$ cat src/rtl/if_fetch_stage.sv
// MIPS32 instruction-fetch stage: PC register, single-outstanding imem request,
// one-entry response buffer for words returned while the pipeline is held.
//
// state    | meaning
// ---------+-----------------------------------------------------------------
// FETCH    | request outstanding for PC; result goes to IF/ID or the buffer
// BUFFERED | response captured while held; no request until it is consumed
// DISCARD  | request for stale_addr still in flight after a redirect; drop it
module if_fetch_stage #(
  parameter logic [31:0] RESET_PC = 32'h0000_0000,
  parameter int          INSTR_W  = 32
) (
  input  logic               clk,
  input  logic               rst_n,
  input  logic               HoldPC,
  input  logic               IF_ID_Hold_Data,
  input  logic               redirect_en,
  input  logic [31:0]        redirect_pc,
  output logic               imem_req,
  output logic [31:0]        imem_addr,
  input  logic               imem_valid,
  input  logic [INSTR_W-1:0] imem_rdata,
  output logic [31:0]        PC,
  output logic [INSTR_W-1:0] IF_ID_Instr,
  output logic [31:0]        IF_ID_PC_plus4,
  output logic               IF_ID_Valid
);

  typedef enum logic [1:0] {
    S_FETCH    = 2'd0,
    S_BUFFERED = 2'd1,
    S_DISCARD  = 2'd2
  } state_t;

  state_t             state_q, state_d;
  logic [31:0]        pc_q, pc_d;
  logic [31:0]        stale_q, stale_d;
  logic [INSTR_W-1:0] buf_q, buf_d;
  logic [INSTR_W-1:0] instr_q, instr_d;
  logic [31:0]        pc4_q, pc4_d;
  logic               valid_q, valid_d;
  logic               hold;
  logic               bubble;
  logic [31:0]        pc_plus4;
  logic [31:0]        redir_tgt;

  assign hold      = HoldPC | IF_ID_Hold_Data;
  assign pc_plus4  = pc_q + 32'd4;
  assign redir_tgt = redirect_pc & 32'hFFFF_FFFC;

  always_comb begin
    state_d = state_q;
    pc_d    = pc_q;
    stale_d = stale_q;
    buf_d   = buf_q;
    instr_d = instr_q;
    pc4_d   = pc4_q;
    valid_d = valid_q;
    bubble  = 1'b0;
    case (state_q)
      S_FETCH: begin
        if (redirect_en) begin
          pc_d   = redir_tgt;
          bubble = 1'b1;
          if (!imem_valid) begin
            stale_d = pc_q;
            state_d = S_DISCARD;
          end
        end else if (hold) begin
          if (imem_valid) begin
            buf_d   = imem_rdata;
            state_d = S_BUFFERED;
          end
        end else if (imem_valid) begin
          instr_d = imem_rdata;
          pc4_d   = pc_plus4;
          valid_d = 1'b1;
          pc_d    = pc_plus4;
        end else begin
          bubble = 1'b1;
        end
      end
      S_BUFFERED: begin
        if (redirect_en) begin
          pc_d    = redir_tgt;
          bubble  = 1'b1;
          state_d = S_FETCH;
        end else if (!hold) begin
          instr_d = buf_q;
          pc4_d   = pc_plus4;
          valid_d = 1'b1;
          pc_d    = pc_plus4;
          state_d = S_FETCH;
        end
      end
      S_DISCARD: begin
        // The in-flight response is never used; its arrival just frees the port.
        if (redirect_en) begin
          pc_d   = redir_tgt;
          bubble = 1'b1;
        end else if (!hold) begin
          bubble = 1'b1;
        end
        if (imem_valid) state_d = S_FETCH;
      end
      default: state_d = S_FETCH;
    endcase
    if (bubble) begin
      instr_d = '0;
      pc4_d   = '0;
      valid_d = 1'b0;
    end
  end

  always_ff @(posedge clk or negedge rst_n) begin
    if (!rst_n) begin
      state_q <= S_FETCH;
      pc_q    <= RESET_PC;
      stale_q <= '0;
      buf_q   <= '0;
      instr_q <= '0;
      pc4_q   <= '0;
      valid_q <= 1'b0;
    end else begin
      state_q <= state_d;
      pc_q    <= pc_d;
      stale_q <= stale_d;
      buf_q   <= buf_d;
      instr_q <= instr_d;
      pc4_q   <= pc4_d;
      valid_q <= valid_d;
    end
  end

  assign imem_req       = rst_n & (state_q != S_BUFFERED);
  assign imem_addr      = (state_q == S_DISCARD) ? stale_q : pc_q;
  assign PC             = pc_q;
  assign IF_ID_Instr    = instr_q;
  assign IF_ID_PC_plus4 = pc4_q;
  assign IF_ID_Valid    = valid_q;

endmodule

$ cat config.mk
export PLATFORM = sky130hd
export DESIGN_NAME = if_fetch_stage
export DESIGN_NICKNAME = d
export VERILOG_FILES = /design/src/rtl/if_fetch_stage.sv
export SDC_FILE = /design/constraint.sdc
export NUM_CORES = 1
export LEC_CHECK = 0
export CORE_ASPECT_RATIO = 0.8
export CORE_UTILIZATION = 53
export DETAILED_ROUTE_END_ITERATION = 16
export GPL_TIMING_DRIVEN = 0
export PLACE_DENSITY_LB_ADDON = 0.3
export SLEW_MARGIN = 30
export SYNTH_ARGS = -nofsm -noshare
export SYNTH_HDL_FRONTEND = slang
export SYNTH_SLANG_ARGS = --single-unit
$ cat constraint.sdc
create_clock -name clk -period 5.16 [get_ports clk]
set_clock_uncertainty 0.2 [all_clocks]
set_input_delay 1.032 -clock clk [delete_from_list [all_inputs] [get_ports clk]]
set_output_delay 1.032 -clock clk [all_outputs]
set_load 0.02 [all_outputs]
==> results of run 1 <==
## routing by layer
layer	global-route usage	up-vias	wire, um	share of wire
li1	-	2935	-	-
met1	0.424	3176	9310	0.43
met2	0.452	344	9760	0.46
met3	0.0772	37	2010	0.094
met4	0.0899	0	328	0.015
met5	0	-	0	0
## registers in the layout, indices dropped and copies added, names as in the netlist
| register | cells |
|---|---|
| IF_ID_Instr | 32 |
| IF_ID_PC_plus4 | 30 |
| state_q | 2 |
| stale_q | 30 |
| PC | 30 |
| buf_q | 32 |
| IF_ID_Valid | 1 |
## power breakdown
group / internal [mW] / switching (mW)
Combinational: 0.636 / 0.674
Clock: 0.780 / 0.564
Sequential: 1.48 / 0.165
## worst paths after layout
kind	cells past startpoint	end	startpoint	slack, ps
max	5	imem_addr[22]	state_q[0]$_DFFE_PN0P_	960
min	2	IF_ID_Valid$_DFFE_PN0P_	IF_ID_Valid$_DFFE_PN0P_	280
max reg2reg	7	IF_ID_PC_plus4[14]$_DFFE_PN0P_	PC[2]$_DFFE_PN0P_	2240
min reg2reg	2	IF_ID_Valid$_DFFE_PN0P_	IF_ID_Valid$_DFFE_PN0P_	280
max in group asynchronous	2	PC[29]$_DFFE_PN0P_	rst_n	3580
min in group asynchronous	1	IF_ID_Instr[14]$_DFFE_PN0P_	rst_n	350
## metrics by stage
step	area (um2)	utilization	setup TNS, ps
floorplan	7580	-	0
global placement	9710	0.707	-560130
detailed placement	9740	0.709	0
CTS	10400	0.755	0
global route	10400	0.755	0
finish	10400	0.755	0
## synth_stat cells (8+ instances only)
master                      count  area share
sky130_fd_sc_hd__mux2_2        90        0.13
sky130_fd_sc_hd__nand3_1       33       0.022
sky130_fd_sc_hd__nor2_1        19      0.0094
sky130_fd_sc_hd__nand4_1       15       0.012
sky130_fd_sc_hd__buf_2          8      0.0053
sky130_fd_sc_hd__clkbuf_1      44       0.022
sky130_fd_sc_hd__a2bb2oi_1      9       0.010
sky130_fd_sc_hd__xor2_1        21       0.024
sky130_fd_sc_hd__o21ai_0       78       0.052
sky130_fd_sc_hd__a21oi_1       15      0.0099
sky130_fd_sc_hd__a22oi_1        9      0.0089
sky130_fd_sc_hd__mux2i_1       35       0.046
sky130_fd_sc_hd__dfrtp_1      157        0.52
sky130_fd_sc_hd__nand2_1       91       0.045
## kinds of logic after synthesis
| group | Yosys count | synth area share |
|---|---|---|
| AO/OA/AOI/OAI | 133 | 0.102 |
| XOR/XNOR | 28 | 0.0324 |
| adder cells (fa/ha/maj) | 1 | 0.00165 |
| buffers and inverters | 70 | 0.0420 |
| flip-flops | 157 | 0.519 |
| multiplexers | 125 | 0.180 |
| other | 1 | 0.000496 |
| AND/OR/NAND/NOR | 196 | 0.122 |
## cell type report
type | instances | area, um2 | area share
repair buffers | 191 | 1930 | 0.186
plain buffers | 65 | 299 | 0.0288
clock inverters | 15 | 200 | 0.0193
clock buffers | 17 | 425 | 0.0410
well taps | 180 | 225 | 0.0217
inverters | 5 | 18.8 | 0.00181
flip-flops and latches | 157 | 3930 | 0.379
multi-input cells | 489 | 3340 | 0.322
## placed cells by master, fill, tap and decap left out, types with 7 or more instances in the layout
master / netlist / routed
sky130_fd_sc_hd__nand3_1: 33 / 33
sky130_fd_sc_hd__clkbuf_16: 0 / 17
sky130_fd_sc_hd__mux2i_1: 35 / 35
sky130_fd_sc_hd__inv_6: 0 / 7
sky130_fd_sc_hd__o21ai_0: 78 / 78
sky130_fd_sc_hd__nor2_1: 19 / 19
sky130_fd_sc_hd__a22oi_1: 9 / 9
sky130_fd_sc_hd__xor2_1: 21 / 21
sky130_fd_sc_hd__clkbuf_1: 44 / 44
sky130_fd_sc_hd__clkdlybuf4s50_1: 0 / 189
sky130_fd_sc_hd__buf_2: 8 / 8
sky130_fd_sc_hd__mux2_2: 90 / 90
sky130_fd_sc_hd__nand2_1: 91 / 91
sky130_fd_sc_hd__xnor2_1: 7 / 7
sky130_fd_sc_hd__nand4_1: 15 / 15
sky130_fd_sc_hd__a2bb2oi_1: 9 / 9
sky130_fd_sc_hd__a21oi_1: 15 / 15
sky130_fd_sc_hd__or3_1: 7 / 7
sky130_fd_sc_hd__dfrtp_1: 157 / 157
## worst max-delay path, stage by stage (launching register included)
cell and delay, ps:
sky130_fd_sc_hd__dfrtp_1 460, sky130_fd_sc_hd__nor2b_1 140, sky130_fd_sc_hd__clkbuf_1 350, sky130_fd_sc_hd__buf_1 610
sky130_fd_sc_hd__mux2_2 430, sky130_fd_sc_hd__clkdlybuf4s50_1 550
==> impl_summary.log, run 1 <==
INFO  metric first_pass_grt_wire_length = 33.3 mm
INFO  metric via_count_of_the_first_global_routing_pass = between 6000 and 7000
INFO  metric async_flop_share = 1.00
INFO  metric dp.cells = 1087
INFO  metric rsz0062_at_grt = no
INFO  metric yosys_warning_count = 0
INFO  metric clockBufferDepth = 2
INFO  metric cell_count_after_synthesis = 711
INFO  metric antenna_cells = 0
INFO  metric post_dp_hpwl = 15.3 mm
INFO  metric die_height = 109 um
INFO  metric initial_antenna_violation_count = 0
INFO  metric globalplace.congestion = approximately 0.93
INFO  metric cts_max_level = 4
INFO  metric timing.final.ws_setup = 959 ps
INFO  metric hold-worst-slack = 279 ps
INFO  metric grt_usage = 0.299
INFO  metric synth.avg_cell_area = 10.6 um2
INFO  metric p_total = between 4 and 5 mW
INFO  metric final-max-slew-violation-count = 0
INFO  metric core_region_area = 0.0137 mm2
INFO  metric synth_sequential_area_ratio = 0.519
INFO  metric ys_seq_elements = 157
INFO  metric finalNetCount = around 1000
INFO  metric layout-drive-gt1-share = 0.157
INFO  metric insertion_delay = 430 ps
INFO  metric cts_resized = 0
INFO  metric antenna_violating_nets_post_route = 0
INFO  metric grt_max_degree = 87
INFO  metric clkSlewWorstSetupHoldPaths = 70 ps
INFO  metric timing_worst_setup_path_type = flop to primary output
INFO  metric synth.lib_cells_used.distinct = 48
INFO  metric num_vias = between 6000 and 7000
INFO  metric startpoint_type = flop
INFO  metric cts_buffers = 17
INFO  metric finish.cell_count_without_fillers = 1119
INFO  metric final-setup-viol-count = 0
INFO  metric die_width = 136 um
INFO  metric leakage_power_total = 4.41 nW
INFO  metric filler_cell_count = 964
INFO  metric cts_hold_repair.buffers = 0
INFO  metric cts_tree = done
INFO  metric io_buffer_count = 190
INFO  metric std_cell_rows = 38
INFO  metric max_freq = 0.238 GHz
INFO  metric residual_drc = 0
INFO  metric max_slew.worst_pin.slew = between 800 and 900 ps
INFO  metric vdd_drop_max = 0.000285 V
INFO  metric syn2layout_area_growth = 37.1%
INFO  metric min_path_type = flop to flop
INFO  metric critical_path.endpoint_type = primary output
INFO  metric arrival = 2970 ps
INFO  metric outcome = finished clean
INFO  metric cts.sink_count = 157
INFO  metric netlist_area = around 0.0076 mm2
INFO  metric worst-path-max-fanout = 10
INFO  metric route.detailed.wl_per_inst = between 15 and 20 um
INFO  metric required_worst_endpoint = slightly below 4000 ps
INFO  metric overflow_left_after_global_routing = 0
INFO  metric totalWireLength = 21.4 mm
INFO  metric per_cell_via_count_in_the_routed_design = 5.80
INFO  metric synth-edff-count = 0
INFO  metric pre_cts_setup_slack = 1440 ps
INFO  metric layout_worst_path_cycle_share = 0.814
INFO  metric top_level_ports = 200
INFO  metric start_util = 0.551
INFO  metric synth_ff_type = sky130_fd_sc_hd__dfrtp_1
INFO  metric power_density = 414 mW/mm2
INFO  metric timing.slew.headroom = 0.416
INFO  metric finalHoldViolCount = 0
INFO  metric post_cts.repair.setup_buffers = 0
INFO  metric clock_tree.root_cell = sky130_fd_sc_hd__clkbuf_16
INFO  metric detailedRoute.firstPassIterationCount = 5
INFO  metric drt_first_iter_violations = 650
INFO  metric dieArea = 0.0148 mm2
INFO  metric shortest_period_the_worst_path_allows = 4200 ps
INFO  metric max-cap-violations = 0
No activity file was read; power rests on OpenSTA's default activity.
==> inputs of run 2 (changes only) <==
Settings changed: CORE_UTILIZATION 53 to 44.
Clock period 5.16 ns to 3.6 ns, I/O delays scaled along.
==> run 2 against run 1 <==
Against the previous run:
- sequential cell count stayed put
- combinational power increased by 41%
- non-clock buffer count unchanged
- cell count rose by 3.6%
- sequential power up 43%
- power is 42% higher
- via count is 2.9% lower
- critical path depth did not move
- clock power increased by 41%
- largest cell class unchanged
==> impl_summary.log, run 2 (same netlist as run 1, synthesis figures left out) <==
INFO  metric clockBufferDepth = 2 (unchanged)
INFO  metric timing.final.ws_setup = 185 ps (-775 ps)
INFO  metric post_dp_hpwl = 15.2 mm (-0.29%)
INFO  metric drt_first_iter_violations = 486 (-25%)
INFO  metric filler_cell_count = 1351 (+40%)
INFO  metric critical_path.endpoint_type = primary output
INFO  metric design_area = 0.0104 mm2 (+0.61%)
INFO  metric vdd_drop_max = 0.000371 V (+30%)
INFO  metric num_vias = 6304 (-2.9%)
INFO  metric antenna_violating_nets_post_route = 0 (unchanged)
INFO  metric std_cell_rows = 42 (+11%)
INFO  metric syn2layout_area_growth = 38.0%
INFO  metric max_freq = about 0.29 GHz
INFO  metric finalHoldViolCount = 0 (unchanged)
INFO  metric max_slew.worst_pin.slew = 924 ps (+56.1 ps)
INFO  metric insertion_delay = 430 ps (about the same)
INFO  metric ff_latch_area = 0.00393 mm2 (unchanged)
INFO  metric layout_worst_path_cycle_share = 0.949
INFO  metric power_density = 583 mW/mm2 (+41%)
INFO  metric highest_count_cells_in_the_layout_ignoring_fill_and_taps = sky130_fd_sc_hd__clkdlybuf4s50_1, sky130_fd_sc_hd__dfrtp_1, sky130_fd_sc_hd__nand2_1
INFO  metric layout-drive-gt1-share = 0.162 (+0.00532)
INFO  metric rsz0062_at_grt = no
INFO  metric overflow_left_after_global_routing = 0 (unchanged)
INFO  metric max-cap-violations = 0 (unchanged)
INFO  metric clkSlewWorstSetupHoldPaths = 70 ps (about the same)
INFO  metric cts_max_level = 4 (unchanged)
INFO  metric timing.slew.headroom = 0.380 (-0.0362)
INFO  metric final_common_cell = sky130_fd_sc_hd__clkdlybuf4s50_1
INFO  metric globalplace.congestion = 0.854 (-8.0%)
INFO  metric io_buffer_count = 190 (unchanged)
INFO  metric detailedRoute.firstPassIterationCount = 5 (unchanged)
INFO  metric totalWireLength = 21.5 mm (+0.18%)
INFO  metric cts_hold_repair.buffers = 0 (unchanged)
INFO  metric first_pass_grt_wire_length = 33.9 mm (+1.8%)
INFO  metric multi_input_logic_area = 0.00334 mm2 (unchanged)
INFO  metric pre_cts_setup_slack = 164 ps (-1270 ps)
INFO  metric final-setup-viol-count = 0 (unchanged)
INFO  metric leakage_power_total = 4.41 nW (about the same)
INFO  metric start_util = 0.454 (-0.0964)
INFO  metric p_total = 6.09 mW (+42%)
INFO  metric dieArea = 0.0177 mm2 (+20%)
INFO  metric reg2reg_slack = 750 ps (-1490 ps)
INFO  metric timing_worst_setup_path_type = flop to primary output
INFO  metric die_width = 149 um (+9.6%)
INFO  metric residual_drc = 0 (unchanged)
INFO  metric grt_usage = 0.252 (-0.0469)
INFO  metric via_count_of_the_first_global_routing_pass = 6166 (-2.4%)
INFO  metric grt_max_degree = 86 (-1.1%)
INFO  metric route.detailed.wl_per_inst = 18.5 um (-3.3%)
INFO  metric cts_buffers = 17 (unchanged)
INFO  metric cts_tree = done
INFO  metric startpoint_type = flop
INFO  metric per_cell_via_count_in_the_routed_design = 5.44 (-6.2%)
INFO  metric min_path_type = primary input to async pin
INFO  metric postPlaceCellArea = 0.00979 mm2 (+0.51%)
INFO  metric die_height = 119 um (+9.6%)
INFO  metric worst-path-max-fanout = 10 (unchanged)
INFO  metric required_worst_endpoint = 2680 ps (-1250 ps)
INFO  metric final-max-slew-violation-count = 0 (unchanged)
INFO  metric finalNetCount = 997 (unchanged)
INFO  metric clock_tree.root_cell = sky130_fd_sc_hd__clkbuf_16
INFO  metric core_region_area = 0.0167 mm2 (+21%)
INFO  metric shortest_period_the_worst_path_allows = 3420 ps
INFO  metric arrival = 2500 ps (-470 ps)
INFO  metric post_cts.repair.setup_buffers = 0 (unchanged)
INFO  metric outcome = finished clean
INFO  metric top_level_ports = 200 (unchanged)
INFO  metric antenna_cells = 0 (unchanged)
INFO  metric initial_antenna_violation_count = 0 (unchanged)
INFO  metric cts.sink_count = 157 (unchanged)
run 2: changes by cell type in the layout (fill, tap and decap cells not counted), moves of 2 or more:
cell | previous run | this run
sky130_fd_sc_hd__inv_6 | 7 | 1
sky130_fd_sc_hd__clkinvlp_4 | 1 | 6
sky130_fd_sc_hd__buf_1 | 4 | 1
sky130_fd_sc_hd__clkbuf_8 | 0 | 3
sky130_fd_sc_hd__clkbuf_1 | 44 | 42
sky130_fd_sc_hd__clkbuf_2 | 0 | 2
run 2: final timing paths:
check	startpoint	end	cells after the start
worst max-delay path	state_q[0]$_DFFE_PN0P_	imem_addr[15]	5
min in group clk	IF_ID_Instr[19]$_DFFE_PN0P_	IF_ID_Instr[19]$_DFFE_PN0P_	2
worst min-delay path	rst_n	PC[10]$_DFFE_PN0P_	1
worst max register to register	PC[2]$_DFFE_PN0P_	PC[20]$_DFFE_PN0P_	6
max in group asynchronous	rst_n	IF_ID_PC_plus4[24]$_DFFE_PN0P_	2
worst min register to register	IF_ID_Instr[19]$_DFFE_PN0P_	IF_ID_Instr[19]$_DFFE_PN0P_	2
run 2: through the flow:
step,TNS [ps],instances,util,hold slack [ps]
after global placement,-775490,1126,0.586,260
after CTS,0,1159,0.626,120
after detailed placement,0,1127,0.588,268
after floorplan,0,716,-,224
after global routing,0,1159,0.627,147
final,0,1159,0.627,95.2
run 2: final cells by class:
cell class                      instances  share of cell area
Buffer                                 65              0.0297
Clock buffer                           20              0.0447
Clock inverter                         12              0.0155
Inverter                                5             0.00180
Multi-Input combinational cell        489               0.320
Sequential cell                       157               0.376
Tap cell                              220              0.0264
Timing Repair Buffer                  191               0.185
run 2: where the power goes:
group          leakage, nW  switching, mW  internal (mW)  total [mW]
Combinational         2.16          0.936          0.914        1.85
Sequential            1.96          0.231           2.12        2.35
Clock                0.287          0.739           1.15        1.89
run 2: critical path, cell delays in order (launching register included):
cell	delay [ps]
sky130_fd_sc_hd__dfrtp_1	460
sky130_fd_sc_hd__nor2b_1	130
sky130_fd_sc_hd__clkbuf_2	230
sky130_fd_sc_hd__clkbuf_4	320
sky130_fd_sc_hd__mux2_2	390
sky130_fd_sc_hd__clkdlybuf4s50_1	550
run 2: metal layers:
| metal | global-route usage | part of all wire |
|---|---|---|
| met1 | 0.362 | 0.47 |
| met2 | 0.381 | 0.45 |
| met3 | 0.0628 | 0.070 |
| met4 | 0.0586 | 0.012 |
| met5 | 0 | 0 |
run 2: what timing repair did:
item	4_1_cts	5_1_grt
endpoints found under the setup margin	28	7
resized for setup	6	1
hold endpoints to repair	0	0
